--- src/rtl/coin_conditioner.sv ---
// Synchronises and debounces the three coin sensors, queues accepted insertions
// and replays them to the vending FSM as single-cycle coin codes.
module coin_conditioner #(
    parameter int DEBOUNCE_CYCLES = 4,
    parameter int FIFO_DEPTH      = 4,
    parameter int GAP_CYCLES      = 1
) (
    input  logic                          clk,
    input  logic                          rst,
    input  logic                          coin5_raw,
    input  logic                          coin10_raw,
    input  logic                          coin20_raw,
    input  logic                          hold,
    input  logic                          clr_ovf,
    output logic [1:0]                    coin_out,
    output logic [$clog2(FIFO_DEPTH):0]   pending,
    output logic                          fifo_full,
    output logic                          overflow
);

    localparam int PW = $clog2(FIFO_DEPTH);
    localparam int CW = (DEBOUNCE_CYCLES > 1) ? $clog2(DEBOUNCE_CYCLES) : 1;
    localparam int GW = $clog2(GAP_CYCLES + 1);

    typedef enum logic [1:0] {IDLE, EMIT, GAP} state_t;

    logic [2:0]    raw;
    logic [2:0]    s1, s2, stable, stable_d, arm, pend;
    logic [1:0]    sync_ok;
    logic [CW-1:0] cnt [3];
    logic [2:0]    rise, drop, grant;
    logic [1:0]    push_code;
    logic          push, pop, empty;
    logic [1:0]    mem [FIFO_DEPTH];
    logic [PW-1:0] wr_ptr, rd_ptr;
    logic [PW:0]   count;
    state_t        state;
    logic [GW-1:0] gap_cnt;

    // Bit 0 = 5, bit 1 = 10, bit 2 = 20; the coin code of bit i is i+1.
    assign raw   = {coin20_raw, coin10_raw, coin5_raw};
    assign rise  = stable & ~stable_d & arm;
    assign drop  = rise & pend;
    assign empty = (count == '0);
    assign pop   = (state == IDLE) && !empty && !hold;

    assign pending   = count;
    assign fifo_full = (count == (PW+1)'(FIFO_DEPTH));

    // sync_ok marks when s2 reflects the real line, so a line held high
    // through reset cannot look released and arm itself.
    always_ff @(posedge clk) begin
        if (rst) begin
            s1       <= '0;
            s2       <= '0;
            stable   <= '0;
            stable_d <= '0;
            arm      <= '0;
            sync_ok  <= '0;
            for (int i = 0; i < 3; i++) cnt[i] <= '0;
        end else begin
            s1       <= raw;
            s2       <= s1;
            sync_ok  <= {sync_ok[0], 1'b1};
            stable_d <= stable;
            arm      <= arm | ({3{sync_ok[1]}} & ~stable & ~s2);
            for (int i = 0; i < 3; i++) begin
                if (s2[i] == stable[i]) begin
                    cnt[i] <= '0;
                end else if (cnt[i] == CW'(DEBOUNCE_CYCLES - 1)) begin
                    stable[i] <= s2[i];
                    cnt[i]    <= '0;
                end else begin
                    cnt[i] <= cnt[i] + 1'b1;
                end
            end
        end
    end

    always_comb begin
        grant     = 3'b000;
        push_code = 2'b00;
        if (!fifo_full) begin
            if (pend[0]) begin
                grant     = 3'b001;
                push_code = 2'b01;
            end else if (pend[1]) begin
                grant     = 3'b010;
                push_code = 2'b10;
            end else if (pend[2]) begin
                grant     = 3'b100;
                push_code = 2'b11;
            end
        end
    end

    assign push = |grant;

    // An event landing on a still-set pend bit is lost; the drop beats clr_ovf.
    always_ff @(posedge clk) begin
        if (rst) begin
            pend     <= '0;
            overflow <= 1'b0;
            wr_ptr   <= '0;
            rd_ptr   <= '0;
            count    <= '0;
        end else begin
            pend <= (pend & ~grant) | (rise & ~pend);
            if (|drop)
                overflow <= 1'b1;
            else if (clr_ovf)
                overflow <= 1'b0;
            if (push) wr_ptr <= wr_ptr + 1'b1;
            if (pop)  rd_ptr <= rd_ptr + 1'b1;
            case ({push, pop})
                2'b10:   count <= count + 1'b1;
                2'b01:   count <= count - 1'b1;
                default: count <= count;
            endcase
        end
    end

    always_ff @(posedge clk) begin
        if (push) mem[wr_ptr] <= push_code;
    end

    // The IDLE cycle that follows a coin is the last forced gap cycle, so
    // GAP itself only covers any additional ones.
    always_ff @(posedge clk) begin
        if (rst) begin
            state    <= IDLE;
            coin_out <= 2'b00;
            gap_cnt  <= '0;
        end else begin
            case (state)
                IDLE: begin
                    coin_out <= 2'b00;
                    if (pop) begin
                        state    <= EMIT;
                        coin_out <= mem[rd_ptr];
                    end
                end
                EMIT: begin
                    coin_out <= 2'b00;
                    gap_cnt  <= '0;
                    state    <= (GAP_CYCLES > 1) ? GAP : IDLE;
                end
                GAP: begin
                    coin_out <= 2'b00;
                    if (gap_cnt >= GW'(GAP_CYCLES - 2))
                        state <= IDLE;
                    else
                        gap_cnt <= gap_cnt + 1'b1;
                end
                default: begin
                    state    <= IDLE;
                    coin_out <= 2'b00;
                end
            endcase
        end
    end

endmodule

--- config.mk ---
export PLATFORM = sky130hd
export DESIGN_NAME = coin_conditioner
export DESIGN_NICKNAME = d
export VERILOG_FILES = /design/src/rtl/coin_conditioner.sv
export SDC_FILE = /design/constraint.sdc
export NUM_CORES = 1
export LEC_CHECK = 0
export CELL_PAD_IN_SITES_DETAIL_PLACEMENT = 2
export CELL_PAD_IN_SITES_GLOBAL_PLACEMENT = 2
export CORE_MARGIN = 2
export CORE_UTILIZATION = 41
export DETAILED_ROUTE_END_ITERATION = 10
export GPL_TIMING_DRIVEN = 0
export PLACE_DENSITY_LB_ADDON = 0.1
export SYNTH_ARGS = -nofsm -noshare
export SYNTH_HDL_FRONTEND = slang
export SYNTH_SLANG_ARGS = --single-unit
export TNS_END_PERCENT = 1
--- constraint.sdc ---
create_clock -name clk -period 3.5 [get_ports clk]
set_input_delay 0.7 -clock clk [delete_from_list [all_inputs] [get_ports clk]]
set_output_delay 0.7 -clock clk [all_outputs]
set_load 0.01 [all_outputs]
Word level (Yosys, flattened, before mapping)
Memory sizes are Yosys's and may differ from the RTL's. A register that Yosys moved wholly into a read port is not among the register bits.
Index checks and enable logic that the tools add are counted.
{ "word_totals": {"inputBits": 7, "n_memories": 2, "out_inout_bits": 7, "ramBits": 14, "ff_bits": 31} }
{ "op_classes": {"muxes": 63, "n_bitwise": 28, "addsub": 8, "n_eq_ne": 14, "reduce_logical": 17, "magnitude_cmp": 1} }
{ "memory_table": {"columns": ["memory", "depth", "width", "read_ports", "rd_clocked_by_memory_dff", "write_ports", "line_no", "text"], "rows": [
  ["mem", 4, 2, 1, 1, 1, "34", "logic [1:0] mem [FIFO_DEPTH];"],
  ["cnt", 3, 2, 3, 0, 3, "30", "logic [CW-1:0] cnt [3];"]
]} }
{ "ops": {"columns": ["cell", "n"], "rows": [
  ["$mux 1", 41],
  ["$mux 2", 15],
  ["$and 3x3->3", 7],
  ["$not 3->3", 5],
  ["$mux 3", 4],
  ["$add 2x1->2 const B", 5],
  ["$eq 2x2->1 const B", 5],
  ["$reduce_and 2->1", 5],
  ["$or 1x1->1", 9],
  ["$reduce_or 3->1", 3],
  ["$ne 2x2->1 const B", 3],
  ["$or 3x3->3", 2],
  ["$pmux 3 s2", 1],
  ["$reduce_bool 2->1", 3],
  ["$not 1->1", 5],
  ["$eq 2x1->1 const B", 2],
  ["$pmux 2 s2", 1],
  ["$add 3x1->3 const B", 1],
  ["$eq 1x1->1", 3],
  ["$eq 3x3->1 const B", 1],
  ["$logic_not 3->1", 1],
  ["$sub 3x1->3 const B", 1],
  ["$logic_and 1x1->1", 2],
  ["$logic_not 1->1", 2],
  ["4 further kinds", 4]
]} }

Logic depth before layout (Yosys ltp)
Gate-level depths: netlist (run 1).
An unclocked memory read counts as a cell.
{ "logic_depth": {"word_depth": 8, "ltp_mapped": 9, "ltp_nobuf": 9} }

Worst setup path after synthesis (run 1)
Ideal clock, no wire load.
{ "synth_path": {"path_kind": "flip-flop to flip-flop", "start": "register count[2], in the netlist pending[2]", "end": "register count[2], in the netlist pending[2]", "slack_ns": 1.280, "stages_incl_launch_ff": 10, "setup_ns": 0.071, "arrival_ns": 2.149, "required_time_ns": 3.429, "cell_sequence": "dfxtp_1 nor3b_4 nor2_1 inv_1 ha_1 inv_1 fa_1 xor2_1 or3_1 a21oi_1"} }
{ "synth_rtl": {"columns": ["element", "line_no", "text"], "rows": [
  ["from (decl)", "36", "logic [PW:0] count;"],
  ["from (signal assigned)", "116", "2'b10: count <= count + 1'b1;"],
  ["from (signal assigned)", "117", "2'b01: count <= count - 1'b1;"],
  ["from (signal assigned)", "118", "default: count <= count;"],
  ["$eq 3x3->1 *", "48", "assign fifo_full = (count == (PW+1)'(FIFO_DEPTH));"],
  ["named net fifo_full", "17", "output logic fifo_full,"],
  ["$mux 3 *", "83", "if (!fifo_full) begin"],
  ["$reduce_or 3->1 *", "97", "assign push = |grant;"],
  ["$eq 2x1->1 or $eq 2x2->1 (tied branches)", "115", "case ({push, pop})"],
  ["$pmux 3 s2 or $reduce_bool 2->1 (tied branches)", null, null]
]} }
The timed path passes the listed nets; every way through them passes the cells marked *.
A chain may end at the register's enable or synchronous reset.

Worst setup path in the final report (run 1)
{ "layout_path": {"start": "input port hold", "end": "register count[2], in the netlist pending[2]"} }
{ "layout_between": {"elab_chain_cells": 4} }
{ "layout_lines": {"columns": ["element", "line_no", "text"], "rows": [
  ["from (decl)", "13", "input logic hold,"],
  ["$logic_not 1->1 *", "45", "assign pop = (state == IDLE) && !empty && !hold;"],
  ["$logic_and 1x1->1 *", "45", null],
  ["named net pop", "33", "logic push, pop, empty;"],
  ["$eq 2x1->1 or $eq 2x2->1 (tied branches)", "115", null],
  ["$pmux 3 s2 or $reduce_bool 2->1 (tied branches)", null, null]
]} }
Marks and branches as above.

==> impl_results.md, run 1 <==
- Status: completed
- First-pass GRT wire length: 6196 µm
- DRT iter0 DRCs: 27
- Final period util: 71.36%
- GR Util All Layers: 16.38%
- DR WL/cell: 15.26 µm
- Slowest CP cell: clkdlybuf4s50_1
- Max incr delay on CP: 0.44 ns
- Syn avg cell area: 11.27 µm²
- Clk slew on worst S/H paths: 0.08 ns
- Design area: 2151 µm²
- Sequential fraction of the synthesis area: 57.74%
- Max-cap violations: 0
- Internal power: 847.9 µW
- Hold-fix buffers, CTS: 0
- Fillers: 422
- Worst setup EP type: register
- Fin crit period: 2.497 ns
- Drt first pass iters: 3
- LEAKAGE: 0.0007943 µW
- Family with the most delay on the worst path: adder cells
- Netlist cell types: 30
- Worst clock skew: 0.004795 ns
- Async SR Flop Fraction: 0%
- Via density: 5.118
- # rows: 24
- Seq pwr share: 52.7%
- Peak supply drop: 0.2494 mV
- RSZ-0062 raised after global routing: no
- Drt drc: 0
- Die Span Y: 70.32 µm
- Logic gate share of total power: 3.4%
- Starting Density: 41.99%
- Final non-filler cell total: 238
- Via Count: 1218
- Post-synth EDFFs: 14
- Maximum root-to-sink buffer count: 2
- Switch share: 19.37%
- # placed instances: 230
- Post-DP HPWL: 2648 µm
- IO Pins: 14
- Routed Antenna Nets: 0
- H-tree depth: 2
- Slew Limit Fails: 0
- Tightest Hold Check Type: reg -> reg
- Final setup violation count: 0
- Routed WL: 3632 µm
- Crit Path Category: in -> reg
- Largest net degree at the start of global routing: 15
- Nets: 201
- Core area: 4294 µm²
- Clock power frac: 43.9%
- Initial antenna violation count: 0
- Pwr Density: 488.9 nW/µm²
- Mapped Cells: 160
- Die area: 4944 µm²
- Worst Setup Start Kind: input port
- CTS buffer count: 5
- Worst skew pair latency: 0.30 ns
- Flops & latches, synth: 45
- Placer Congestion: 0.6792
- Clock Sinks: 45
- PostCTS Resize Cnt: 0
- TNS Setup: 0 ns
- Via count of the first global-routing pass: 1289
- Worst Path Arrival: 2.73 ns
- Main synth FF type: dfxtp_1
- CTS tree: built
- Placed Area: 2017 µm²
- Ys Warns: 0
- Crit path cell chain: clkdlybuf4s50_1 > nor3_1 > ha_1 > inv_1 > fa_1 > xor2_1 > or3_1 > a21oi_1
- Root Buffer Master: clkbuf_8
- Share of post-route cells with drive strength above 1: 7.527%
- R2r setup slk: 1.02 ns
- Net Sw Power: 203.7 µW
- Setup bufs post-CTS: 0
- Critical path buffers and inverters: 2
- Die X: 70.32 µm
- CP Max Fanout: 3
- Synthesized area: 1803 µm²
- Number of antenna diodes: 0
- P&R area growth vs syn: 19.29%
- Port bufs: 13
- Congestion Overflow GR: 0
- Max Clock Freq: 400.4 MHz
- Fin Hold WS: 0.4499 ns
- Final Hold Fails: 0
- CP required: 3.73 ns
==> placed cells by master (no fill, tap or decap), types with 2 or more instances in the layout <==
cell type / Yosys / layout
nor2_1: 24 / 24
mux2_2: 2 / 2
conb_1: 1 / 6
or3_1: 5 / 5
clkbuf_8: 0 / 5
bufinv_16: 0 / 2
ha_1: 8 / 8
nand4b_1: 3 / 3
inv_1: 11 / 11
xor2_1: 2 / 2
edfxtp_1: 14 / 14
clkdlybuf4s50_1: 0 / 13
a21oi_1: 11 / 11
mux4_2: 2 / 2
xnor2_1: 3 / 3
nor2b_1: 13 / 13
nor3_1: 5 / 5
and2_1: 6 / 6
mux2i_1: 3 / 3
dfxtp_1: 31 / 31
o21ai_0: 4 / 4
==> sequential cells by signal, indices dropped and copies added, names as in the netlist <==
signal    flops
mem           8
cnt           6
arm           3
pend          3
pending       3
s1            3
s2            3
stable        3
stable_d      3
coin_out      2
rd_ptr        2
sync_ok       2
wr_ptr        2
overflow      1
state         1
==> logic make-up (layout without fill, tap and decap cells) <==
| kind of cell | count (synthesis) | in the layout | share of synthesized area (%) |
|---|---|---|---|
| buf+inv | 14 | 35 | 2.983 |
| flops | 45 | 45 | 57.74 |
| mux | 7 | 7 | 5.413 |
| xor+xnor | 5 | 5 | 2.429 |
| other cells | 1 | 6 | 0.2080 |
| simple gates | 62 | 62 | 19.64 |
| fa+ha+maj | 9 | 9 | 6.662 |
| compound gates | 17 | 17 | 4.927 |
==> final timing paths <==
kind / startpoint / endpoint / cells past startpoint
hold reg to reg: s1[1]$_SDFF_PP0_ / s2[1]$_SDFF_PP0_ / 1
setup / recovery: hold / pending[2]$_SDFFE_PP0P_ / 8
hold / removal: s1[1]$_SDFF_PP0_ / s2[1]$_SDFF_PP0_ / 1
setup reg to reg: pending[2]$_SDFFE_PP0P_ / pending[2]$_SDFFE_PP0P_ / 9
==> cell type report <==
class	instances	area, µm²	area share [%]
repair buffers	13	130.1	6.050
clock buffers	5	68.82	3.200
well taps	52	65.06	3.025
clock inverters	3	65.06	3.025
multi-input cells	106	726.9	33.80
inverters	11	41.29	1.920
flip-flops and latches	45	1041	48.40
plain buffers	3	12.51	0.5817
==> power groups by stage <==
stage,combinational (µW),clock (µW),sequential [µW]
6_report,36.0,462,554
5_1_grt,41.8,494,556
4_1_cts,37.4,470,554
3_5_place_dp,36.8,0,566
3_3_place_gp,34.1,0,565
2_1_floorplan,21.4,0,564
==> worst register-to-register path: cells and delay by family (launching register included) <==
family	cells	cell delay (ns)
AND/OR/NAND/NOR	3	0.98
flip-flops	1	0.41
XOR/XNOR	1	0.16
buffers and inverters	2	0.17
adder cells (fa/ha/maj)	2	0.56
AO/OA/AOI/OAI	1	0.14
==> metrics by stage <==
step / power (µW) / utilization (%) / setup slack, ns
floorplan: 585.3 / - / 1.280
global placement: 599.5 / 46.97 / 0.7264
detailed placement: 603.1 / 46.97 / 0.6963
CTS: 1062 / 50.09 / 0.9859
global route: 1091 / 50.09 / 0.8202
finish: 1052 / 50.09 / 1.003
==> layer usage <==
layer  global-route usage, %  up-vias  share of wire [%]
met1                   18.06      614                 41
li1                        -      584                  -
met4                   5.128        0               0.99
met5                       0        -                  0
met3                   5.051        4                3.5
met2                   29.77       16                 54
==> cells in the mapped netlist, types with 2 or more instances <==
| library cell | count | area [µm²] |
|---|---|---|
| a21oi_1 | 11 | 55.05 |
| and2_1 | 6 | 37.54 |
| dfxtp_1 | 31 | 620.6 |
| edfxtp_1 | 14 | 420.4 |
| ha_1 | 8 | 100.1 |
| inv_1 | 11 | 41.29 |
| mux2_2 | 2 | 22.52 |
| mux2i_1 | 3 | 30.03 |
| mux4_2 | 2 | 45.04 |
| nand4b_1 | 3 | 26.28 |
| nor2_1 | 24 | 90.09 |
| nor2b_1 | 13 | 81.33 |
| nor3_1 | 5 | 25.02 |
| o21ai_0 | 4 | 20.02 |
| or3_1 | 5 | 31.28 |
| xnor2_1 | 3 | 26.28 |
| xor2_1 | 2 | 17.52 |
Note: power is estimated with default switching activity, not from simulation.
==> run 2, diff against run 1 <==
--- a/config.mk
+++ b/config.mk
@@ -8,7 +8,7 @@
 export CELL_PAD_IN_SITES_DETAIL_PLACEMENT = 2
 export CELL_PAD_IN_SITES_GLOBAL_PLACEMENT = 2
 export CORE_MARGIN = 2
-export CORE_UTILIZATION = 41
+export CORE_UTILIZATION = 38
 export DETAILED_ROUTE_END_ITERATION = 10
 export GPL_TIMING_DRIVEN = 0
 export PLACE_DENSITY_LB_ADDON = 0.1
==> constraint.sdc (replaced) <==
create_clock -name clk -period 2.6 [get_ports clk]
set_input_delay 0.52 -clock clk [delete_from_list [all_inputs] [get_ports clk]]
set_output_delay 0.52 -clock clk [all_outputs]
set_load 0.01 [all_outputs]
==> run 2 against run 1 <==
Net effect: highest routed layer unchanged; wire length up 7.1%; cell count grew 1.7%; die area increased by 7.4%; sequential share of layout area increased by 0.31 points; clock skew grew 0.0023 ns; critical path depth unchanged; flip-flop and latch count is the same; via count hardly changed; setup slack worse by 0.76 ns; clock power grew 5.0%; combinational power grew 39%; sequential power rose by 35%.
==> impl_results.md, run 2 (same netlist as run 1, synthesis figures left out) <==
- Status: completed (unchanged)
- Congestion Overflow GR: 0 (unchanged)
- GR Util All Layers: 17.05% (was 16.38%)
- Via count of the first global-routing pass: 1303 (was 1289)
- # rows: 25 (was 24)
- Via Count: 1217 (was 1218)
- Metal3 WL: 109 µm (was 127 µm)
- CTS tree: built (unchanged)
- Via density: 5.029 (was 5.118)
- Placer Congestion: 0.6720 (was 0.6792)
- Largest Register: mem (unchanged)
- Peak supply drop: 0.3086 mV (was 0.2494 mV)
- Fin Hold WS: 0.4449 ns (was 0.4499 ns)
- LEAKAGE: 0.0007905 µW (was 0.0007943 µW)
- Leading cell type in the layout, fill and taps excluded: dfxtp_1 (unchanged)
- Root Buffer Master: clkbuf_8 (unchanged)
- Final Core Density: 45.85% (was 50.09%)
- Share of post-route cells with drive strength above 1: 7.979% (was 7.527%)
- Net Sw Power: 275.4 µW (was 203.7 µW)
- Internal power: 1006 µW (was 847.9 µW)
- Crit Path Category: in -> reg (unchanged)
- Starting Density: 38.68% (was 41.99%)
- DRT iter0 DRCs: 26 (was 27)
- Slew HR: 66.55%
- Seq pwr share: 58.3% (was 52.7%)
- Worst setup EP type: register (unchanged)
- Largest net degree at the start of global routing: 15 (unchanged)
- Max Clock Freq: 423.8 MHz
- Worst Setup Start Kind: input port (unchanged)
- HP Start: s1[2]$_SDFF_PP0_ (was s1[1]$_SDFF_PP0_)
- Fin crit period: 2.359 ns
- Routed WL: 3889 µm (was 3632 µm)
- Clock Sinks: 45 (unchanged)
- Metal-1 WL: 1636 µm (was 1492 µm)
- Clk slew on worst S/H paths: 0.08 ns (about the same)
- Maximum root-to-sink buffer count: 2 (unchanged)
- Commonest non-fill, non-tap cells in the layout: dfxtp_1 (31), nor2_1 (24), edfxtp_1 (14) (unchanged)
- PostCTS Resize Cnt: 0 (unchanged)
- Final Hold Fails: 0 (unchanged)
- Worst clock skew: 0.007134 ns (was 0.004795 ns)
- # placed instances: 232 (was 230)
- IO Pins: 14 (unchanged)
- Die area: 5311 µm² (was 4944 µm²)
- Clock power frac: 37.8% (was 43.9%)
- RSZ-0062 raised after global routing: no (unchanged)
- Final non-filler cell total: 242 (was 238)
- Worst Tran Pin Value: 0.5017 ns
- CTS buffer count: 5 (unchanged)
- TNS Setup: 0 ns (unchanged)
- Worst Path Arrival: 2.59 ns (was 2.73 ns)
- Initial antenna violation count: 0 (unchanged)
- P&R area growth vs syn: 18.53% (was 19.29%)
- Tightest Hold Check Type: reg -> reg (unchanged)
- CP required: 2.83 ns (was 3.73 ns)
- DR WL/cell: 16.07 µm (was 15.26 µm)
- Wire length on met2: 2079 µm (was 1975 µm)
- DP Worst Slack: -0.07289 ns (was 0.6963 ns)
- Multi-input gate area: 726.9 µm² (unchanged)
- Top Registers: mem: 8 flops, cnt: 6 flops (unchanged)
- Pwr Density: 599.7 nW/µm² (was 488.9 nW/µm²)
- H-tree depth: 2 (unchanged)
- DR top layer: met4 (unchanged)
- First-pass GRT wire length: 6575 µm (was 6196 µm)
- Worst skew pair latency: 0.30 ns (about the same)
- Drt drc: 0 (unchanged)
- Nets: 203 (was 201)
- Start point of the critical path: hold (unchanged)
- Slew Limit Fails: 0 (unchanged)
- Reg area: 1041 µm² (unchanged)
- Number of antenna diodes: 0 (unchanged)
- Port bufs: 13 (unchanged)
- Switch share: 21.49% (was 19.37%)
- Die X: 72.88 µm (was 70.32 µm)
- Max-cap violations: 0 (unchanged)
- Logic gate share of total power: 3.9% (was 3.4%)
- Fillers: 491 (was 422)
- Final worst setup slack: 0.2406 ns (was 1.003 ns)
- Core area: 4661 µm² (was 4294 µm²)
- Die Span Y: 72.88 µm (was 70.32 µm)
- Drt first pass iters: 4 (was 3)
- Routed Antenna Nets: 0 (unchanged)
- Final period util: 90.75%
- Final setup violation count: 0 (unchanged)
- Largest register FFs: 8 (unchanged)
- Post-DP HPWL: 2778 µm (was 2648 µm)
- CP Max Fanout: 3 (unchanged)
- FF-to-FF Start: pend[0]$_SDFF_PP0_ (was pending[2]$_SDFFE_PP0P_)
[run 2: power groups by stage]
stage          clock network, µW  registers, µW  logic, µW
2_1_floorplan                  0            759       28.8
3_3_place_gp                   0            761       46.4
3_5_place_dp                   0            763       50.5
4_1_cts                      498            747       51.3
5_1_grt                      533            749       58.3
6_report                     485            747       49.9
[run 2: metal layers]
metal | up-vias | track usage, %
met2 | 15 | 29.70
met4 | 0 | 6.173
met5 | - | 0
li1 | 595 | -
met1 | 600 | 19.77
met3 | 7 | 5.110
[run 2: worst paths after layout]
kind / depth (start not counted) / slack, ns / endpoint
max reg2reg: 9 / 0.27 / pending[2]$_SDFFE_PP0P_
max: 8 / 0.24 / pending[2]$_SDFFE_PP0P_
min reg2reg: 1 / 0.44 / s2[2]$_SDFF_PP0_
min: 1 / 0.44 / s2[2]$_SDFF_PP0_
[run 2: final cells by class]
cell class	instances	area share (%)
Tap cell	54	3.162
Clock buffer	7	4.567
Clock inverter	1	0.2342
Timing Repair Buffer	15	6.792
Sequential cell	45	48.71
Buffer	3	0.5855
Multi-Input combinational cell	106	34.02
Inverter	11	1.932
[run 2: per-stage QoR]
step	total power [µW]	instance area, µm²
3_3_place_gp	807.5	2019
6_report	1282	2137
2_1_floorplan	787.9	1822
4_1_cts	1297	2122
3_5_place_dp	813.2	2019
5_1_grt	1341	2137
[run 2: timing repair]
action / CTS / global route
setup buffers: 0 / 2
setup endpoints to repair: 0 / 1
hold buffers: 0 / 0
[run 2: worst max-delay path: stages]
cell,delay (ns)
clkdlybuf4s50_1,0.44
nor3_1,0.32
ha_1,0.25
inv_1,0.06
fa_1,0.37
xor2_1,0.15
or3_1,0.31
a21oi_1,0.15
==> run 3, diff against run 2 <==
--- a/config.mk
+++ b/config.mk
@@ -12,6 +12,7 @@
 export DETAILED_ROUTE_END_ITERATION = 10
 export GPL_TIMING_DRIVEN = 0
 export PLACE_DENSITY_LB_ADDON = 0.1
+export SETUP_SLACK_MARGIN = 0.15
 export SYNTH_ARGS = -nofsm -noshare
 export SYNTH_HDL_FRONTEND = slang
 export SYNTH_SLANG_ARGS = --single-unit
==> run 3 against run 2 <==
Net effect: register-to-register slack better by 0.12 ns; worst hold slack hardly changed; combinational power hardly changed; flip-flop and latch count stayed put; via count hardly changed; critical path type unchanged; clock power is 0.8% lower; power is 0.28% lower; sequential power hardly changed.
==> impl_results.md, run 3 (same netlist as run 1, synthesis figures left out) <==
- CTS tree: built (unchanged)
- # rows: 25 (unchanged)
- Die area: 5311 µm² (unchanged)
- Maximum root-to-sink buffer count: 2 (unchanged)
- Share of post-route cells with drive strength above 1: 8.556% (was 7.979%)
- Largest register FFs: 8 (unchanged)
- Starting Density: 38.68% (unchanged)
- Nets: 202 (was 203)
- First-pass GRT wire length: 6582 µm (was 6575 µm)
- TNS Setup: 0 ns (unchanged)
- Drt first pass iters: 4 (unchanged)
- Commonest non-fill, non-tap cells in the layout: dfxtp_1 (31), nor2_1 (24), edfxtp_1 (14) (unchanged)
- Pwr Density: 597.3 nW/µm² (was 599.7 nW/µm²)
- Switch share: 21.27% (was 21.49%)
- Final Core Density: 45.91% (was 45.85%)
- Die Span Y: 72.88 µm (unchanged)
- Post-DP HPWL: 2778 µm (unchanged)
- Port bufs: 13 (unchanged)
- Drt drc: 0 (unchanged)
- Via density: 5.054 (was 5.029)
- CTS buffer count: 5 (unchanged)
- Clk slew on worst S/H paths: 0.08 ns (about the same)
- Worst Tran Pin Value: 0.5007 ns (was 0.5017 ns)
- Root Buffer Master: clkbuf_8 (unchanged)
- Routed WL: 3876 µm (was 3889 µm)
- Logic gate share of total power: 3.9% (about the same)
- Seq pwr share: 58.4% (was 58.3%)
- Initial antenna violation count: 0 (unchanged)
- Worst setup EP type: register (unchanged)
- Congestion Overflow GR: 0 (unchanged)
- Tightest Hold Check Type: reg -> reg (unchanged)
- H-tree depth: 2 (unchanged)
- LEAKAGE: 0.0007886 µW (was 0.0007905 µW)
- Worst Path Arrival: 2.49 ns (was 2.59 ns)
- Final Hold Fails: 0 (unchanged)
- DR WL/cell: 16.08 µm (was 16.07 µm)
- Die X: 72.88 µm (unchanged)
- Worst clock skew: 0.008065 ns (was 0.007134 ns)
- Fin crit period: 2.257 ns (was 2.359 ns)
- Final setup violation count: 0 (unchanged)
- Crit Path Category: in -> reg (unchanged)
- Placer Congestion: 0.6720 (unchanged)
- Slew HR: 66.62% (was 66.55%)
- Slew Limit Fails: 0 (unchanged)
- CP required: 2.83 ns (about the same)
- Peak supply drop: 0.3071 mV (was 0.3086 mV)
- Internal power: 1006 µW (about the same)
- Max Clock Freq: 443.1 MHz (was 423.8 MHz)
- FF-to-FF Start: pend[0]$_SDFF_PP0_ (unchanged)
- Clock Sinks: 45 (unchanged)
- Largest net degree at the start of global routing: 15 (unchanged)
- Final Power: 1278 µW (was 1282 µW)
- GR Util All Layers: 17.05% (unchanged)
- Worst skew pair latency: 0.30 ns (about the same)
- Final period util: 86.80% (was 90.75%)
- R2r setup slk: 0.39 ns (was 0.27 ns)
- Via count of the first global-routing pass: 1300 (was 1303)
- Worst Reg-to-Reg Cells: 9 (unchanged)
- Core area: 4661 µm² (unchanged)
- RR Endpoint: pending[2]$_SDFFE_PP0P_ (unchanged)
- P&R area growth vs syn: 18.67% (was 18.53%)
- Start point of the critical path: hold (unchanged)
- RSZ-0062 raised after global routing: no (unchanged)
- Routed Antenna Nets: 0 (unchanged)
- DRT iter0 DRCs: 27 (was 26)
- Crit path to: pending[2]$_SDFFE_PP0P_ (unchanged)
- Number of antenna diodes: 0 (unchanged)
- Largest Register: mem (unchanged)
- IO Pins: 14 (unchanged)
- Via Count: 1218 (was 1217)
- Worst Setup Start Kind: input port (unchanged)
- Hold-fix buffers, CTS: 0 (unchanged)
- Top Registers: mem: 8 flops, cnt: 6 flops (unchanged)
- Clock power frac: 37.7% (was 37.8%)
- Status: completed (unchanged)
- Max-cap violations: 0 (unchanged)
- CP Max Fanout: 3 (unchanged)
- Leading cell type in the layout, fill and taps excluded: dfxtp_1 (unchanged)
- Net Sw Power: 271.8 µW (was 275.4 µW)
- Fin Hold WS: 0.4444 ns (was 0.4449 ns)
==> run 3: per-stage QoR <==
stage | cell area (µm²) | cells | worst slack (ns)
after floorplan | 1822 | 165 | 0.3799
after global placement | 2019 | 232 | 0.006409
after detailed placement | 2019 | 232 | -0.07289
after CTS | 2130 | 241 | 0.2471
after global routing | 2140 | 241 | 0.1902
final | 2140 | 241 | 0.3432
==> run 3: per-layer routing <==
metal  global-route usage (%)  vias up  wire length [µm]
li1                         -      591                 -
met1                    19.86      604              1648
met2                    29.60       16              2055
met3                    5.110        7               114
met4                    6.173        0                58
met5                        0        -                 0
==> run 3: worst min path at each step <==
| stage | start | to | slack (ns) | cells after the start |
|---|---|---|---|---|
| after floorplan | s1[0]$_SDFF_PP0_ | s2[0]$_SDFF_PP0_ | 0.41 | 1 |
| after global placement | s1[2]$_SDFF_PP0_ | s2[2]$_SDFF_PP0_ | 0.42 | 1 |
| after detailed placement | s1[2]$_SDFF_PP0_ | s2[2]$_SDFF_PP0_ | 0.43 | 1 |
| after CTS | s1[2]$_SDFF_PP0_ | s2[2]$_SDFF_PP0_ | 0.45 | 1 |
| after global routing | s1[2]$_SDFF_PP0_ | s2[2]$_SDFF_PP0_ | 0.48 | 1 |
| final | s1[2]$_SDFF_PP0_ | s2[2]$_SDFF_PP0_ | 0.44 | 1 |
==> run 3: power groups by stage <==
| stage | clock network [µW] | logic, µW | registers [µW] |
|---|---|---|---|
| after detailed placement | 0 | 50.5 | 763 |
| final | 481 | 50.0 | 747 |
| after global placement | 0 | 46.4 | 761 |
| after floorplan | 0 | 28.8 | 759 |
| after global routing | 533 | 58.5 | 749 |
| after CTS | 498 | 51.3 | 747 |
==> run 3: cell type report <==
cell class / instances / area [µm²]
Fill cell: 489 / 2521
Buffer: 3 / 12.51
Clock inverter: 1 / 5.005
Inverter: 11 / 41.29
Timing Repair Buffer: 14 / 137.6
Tap cell: 54 / 67.56
Multi-Input combinational cell: 106 / 737.0
Sequential cell: 45 / 1041
Clock buffer: 7 / 97.59
==> run 3: what timing repair did <==
item / in CTS / in global routing
pin swaps: 0 / 0
endpoints found under the setup margin: 1 / 1
buffers inserted: 1 / 0
resized for setup: 0 / 2
==> run 3: worst max-delay path, cell delays in order <==
cell,delay (ns)
clkdlybuf4s50_1,0.45
nor3_2,0.24
ha_1,0.22
inv_1,0.06
fa_1,0.37
xor2_1,0.15
or3_1,0.31
a21oi_1,0.15
==> RTL edit (config.mk and constraints of run 1) <==
Set the parameter `FIFO_DEPTH` to 8 (it was 4).
--- a/src/rtl/coin_conditioner.sv
+++ b/src/rtl/coin_conditioner.sv
@@ -3,5 +3,5 @@
 module coin_conditioner #(
     parameter int DEBOUNCE_CYCLES = 4,
-    parameter int FIFO_DEPTH      = 4,
+    parameter int FIFO_DEPTH      = 8,
     parameter int GAP_CYCLES      = 1
 ) (
Ports: changed (resized pending); port bits go from 14 to 15. No check against the original RTL was run, so the function may have changed too.
==> RTL edit against run 1 <==
Synthesized cell count grew 24%; final area grew 22%; routed wire length increased by 39%; cell count grew 25%; setup slack lost 0.27 ns; sequential cell count grew 11; total power grew 6.5%; non-clock buffer count increased by 3; register-to-register slack worse by 0.28 ns; synthesized area up 27%; critical path type unchanged; largest power group unchanged; highest routed layer unchanged.
==> RTL edit: results (changes against run 1) <==
stage,metric,value,unit,change
global_route,vias in the first global route,1666,,was 1289
cells_and_area,fin nets,238,,was 201
cells_and_area,bufs w/o clock,19,,was 16
power,leakage,0.9557,nW,was 0.7943 nW
global_route,GRT Total Usage,17.84,%,was 16.38%
global_route,first-pass GRT wire length,8.280,mm,was 6.196 mm
power,Overall Power,1.120,mW,was 1.052 mW
detailed_routing,Metal-1 WL,2.252,mm,was 1.492 mm
synthesis,post-synth cell types,34,,was 30
cells_and_area,FF+latch area,1341,µm²,was 1041 µm²
cells_and_area,share of post-route cells with drive strength above 1,9.778,%,was 7.527%
sta,clk_skew,0.009084,ns,was 0.004795 ns
synthesis,mux cell area share after synthesis,7.006,%,was 5.413%
status,outcome,"finished, final reports clean",,unchanged
critical_path,"Data arrival, critical path",3.01,ns,was 2.73 ns
synthesis,Commonest cells post-synth,"nor2_1, dfxtp_1, edfxtp_1",,"was dfxtp_1, nor2_1, edfxtp_1"
detailed_routing,met3 wire length,104,µm,was 127 µm
synthesis,top post-synthesis cells by area,"dfxtp_1, edfxtp_1, nor2_1, mux4_2, ha_1",,"was dfxtp_1, edfxtp_1, ha_1, nor2_1, nor2b_1"
global_route,global routing met1 resource utilization,21.42,%,was 18.06%
cells_and_area,count of multi-input gates,135,,was 106
cells_and_area,sequential share of cell area,51.05,%,was 48.40%
detailed_routing,routed wl met2,2.635,mm,was 1.975 mm
synthesis,post-synthesis compound-gate area fraction,4.269,%,was 4.927%
critical_path,crit path max fanout,5,,was 3
power,switching power share of the total,20.78,%,was 19.37%
cells_and_area,max reg flops,16,,was 8
synthesis,Post-Synth Adder-Cell Area,3.831,%,was 6.662%
global_route,met3 Use GR,3.218,%,was 5.051%
power,combinational group share of total power,3.7,%,was 3.4%
floorplanning,die width,78.67,µm,was 70.32 µm
cells_and_area,ClkCell Share,3.905,%,was 6.225%
cells_and_area,FFs & Latches,56,,was 45
synthesis,Gate Count Post-Synth,199,,was 160
place,Routability Congestion,0.6892,,was 0.6792
power,VDD IR-drop max,0.2459,mV,was 0.2494 mV
cells_and_area,Layout fillers,578,,was 422
cells_and_area,area taken by multi-input logic gates,898.4,µm²,was 726.9 µm²
synthesis,Post-synth EDFFs,22,,was 14
synthesis,sequential share of the synthesized area,58.68,%,was 57.74%
place,placed inst area,2525,µm²,was 2017 µm²
place,post-detail-place hpwl,3.880,mm,was 2.648 mm
==> RTL edit: changes by cell type in the layout (fill, tap and decap cells not counted), moves of 3 or more <==
cell | run 1 | this run
xnor2_1 | 3 | 6
nor2_1 | 24 | 36
and2_1 | 6 | 0
nand2_1 | 0 | 11
mux2i_1 | 3 | 7
edfxtp_1 | 14 | 22
dfxtp_1 | 31 | 34
inv_1 | 11 | 6
==> RTL edit: critical path, cell delays in order <==
cell and delay (ns):
clkdlybuf4s50_1 0.40, nor2_1 0.19, nand2_1 0.22, inv_2 0.17
ha_1 0.28, xor2_1 0.10, ha_1 0.18, a31oi_1 0.19
xor2_1 0.10, or3_1 0.32, a21oi_1 0.14
==> RTL edit: path summary, 6_finish.rpt <==
path              slack, ns  cells past startpoint    endpoint        from
setup / recovery       0.73                     11  pending[2]        hold
hold / removal         0.45                      1       s2[1]       s1[1]
setup reg to reg       0.74                     11  pending[2]  pending[1]
hold reg to reg        0.45                      1       s2[1]       s1[1]
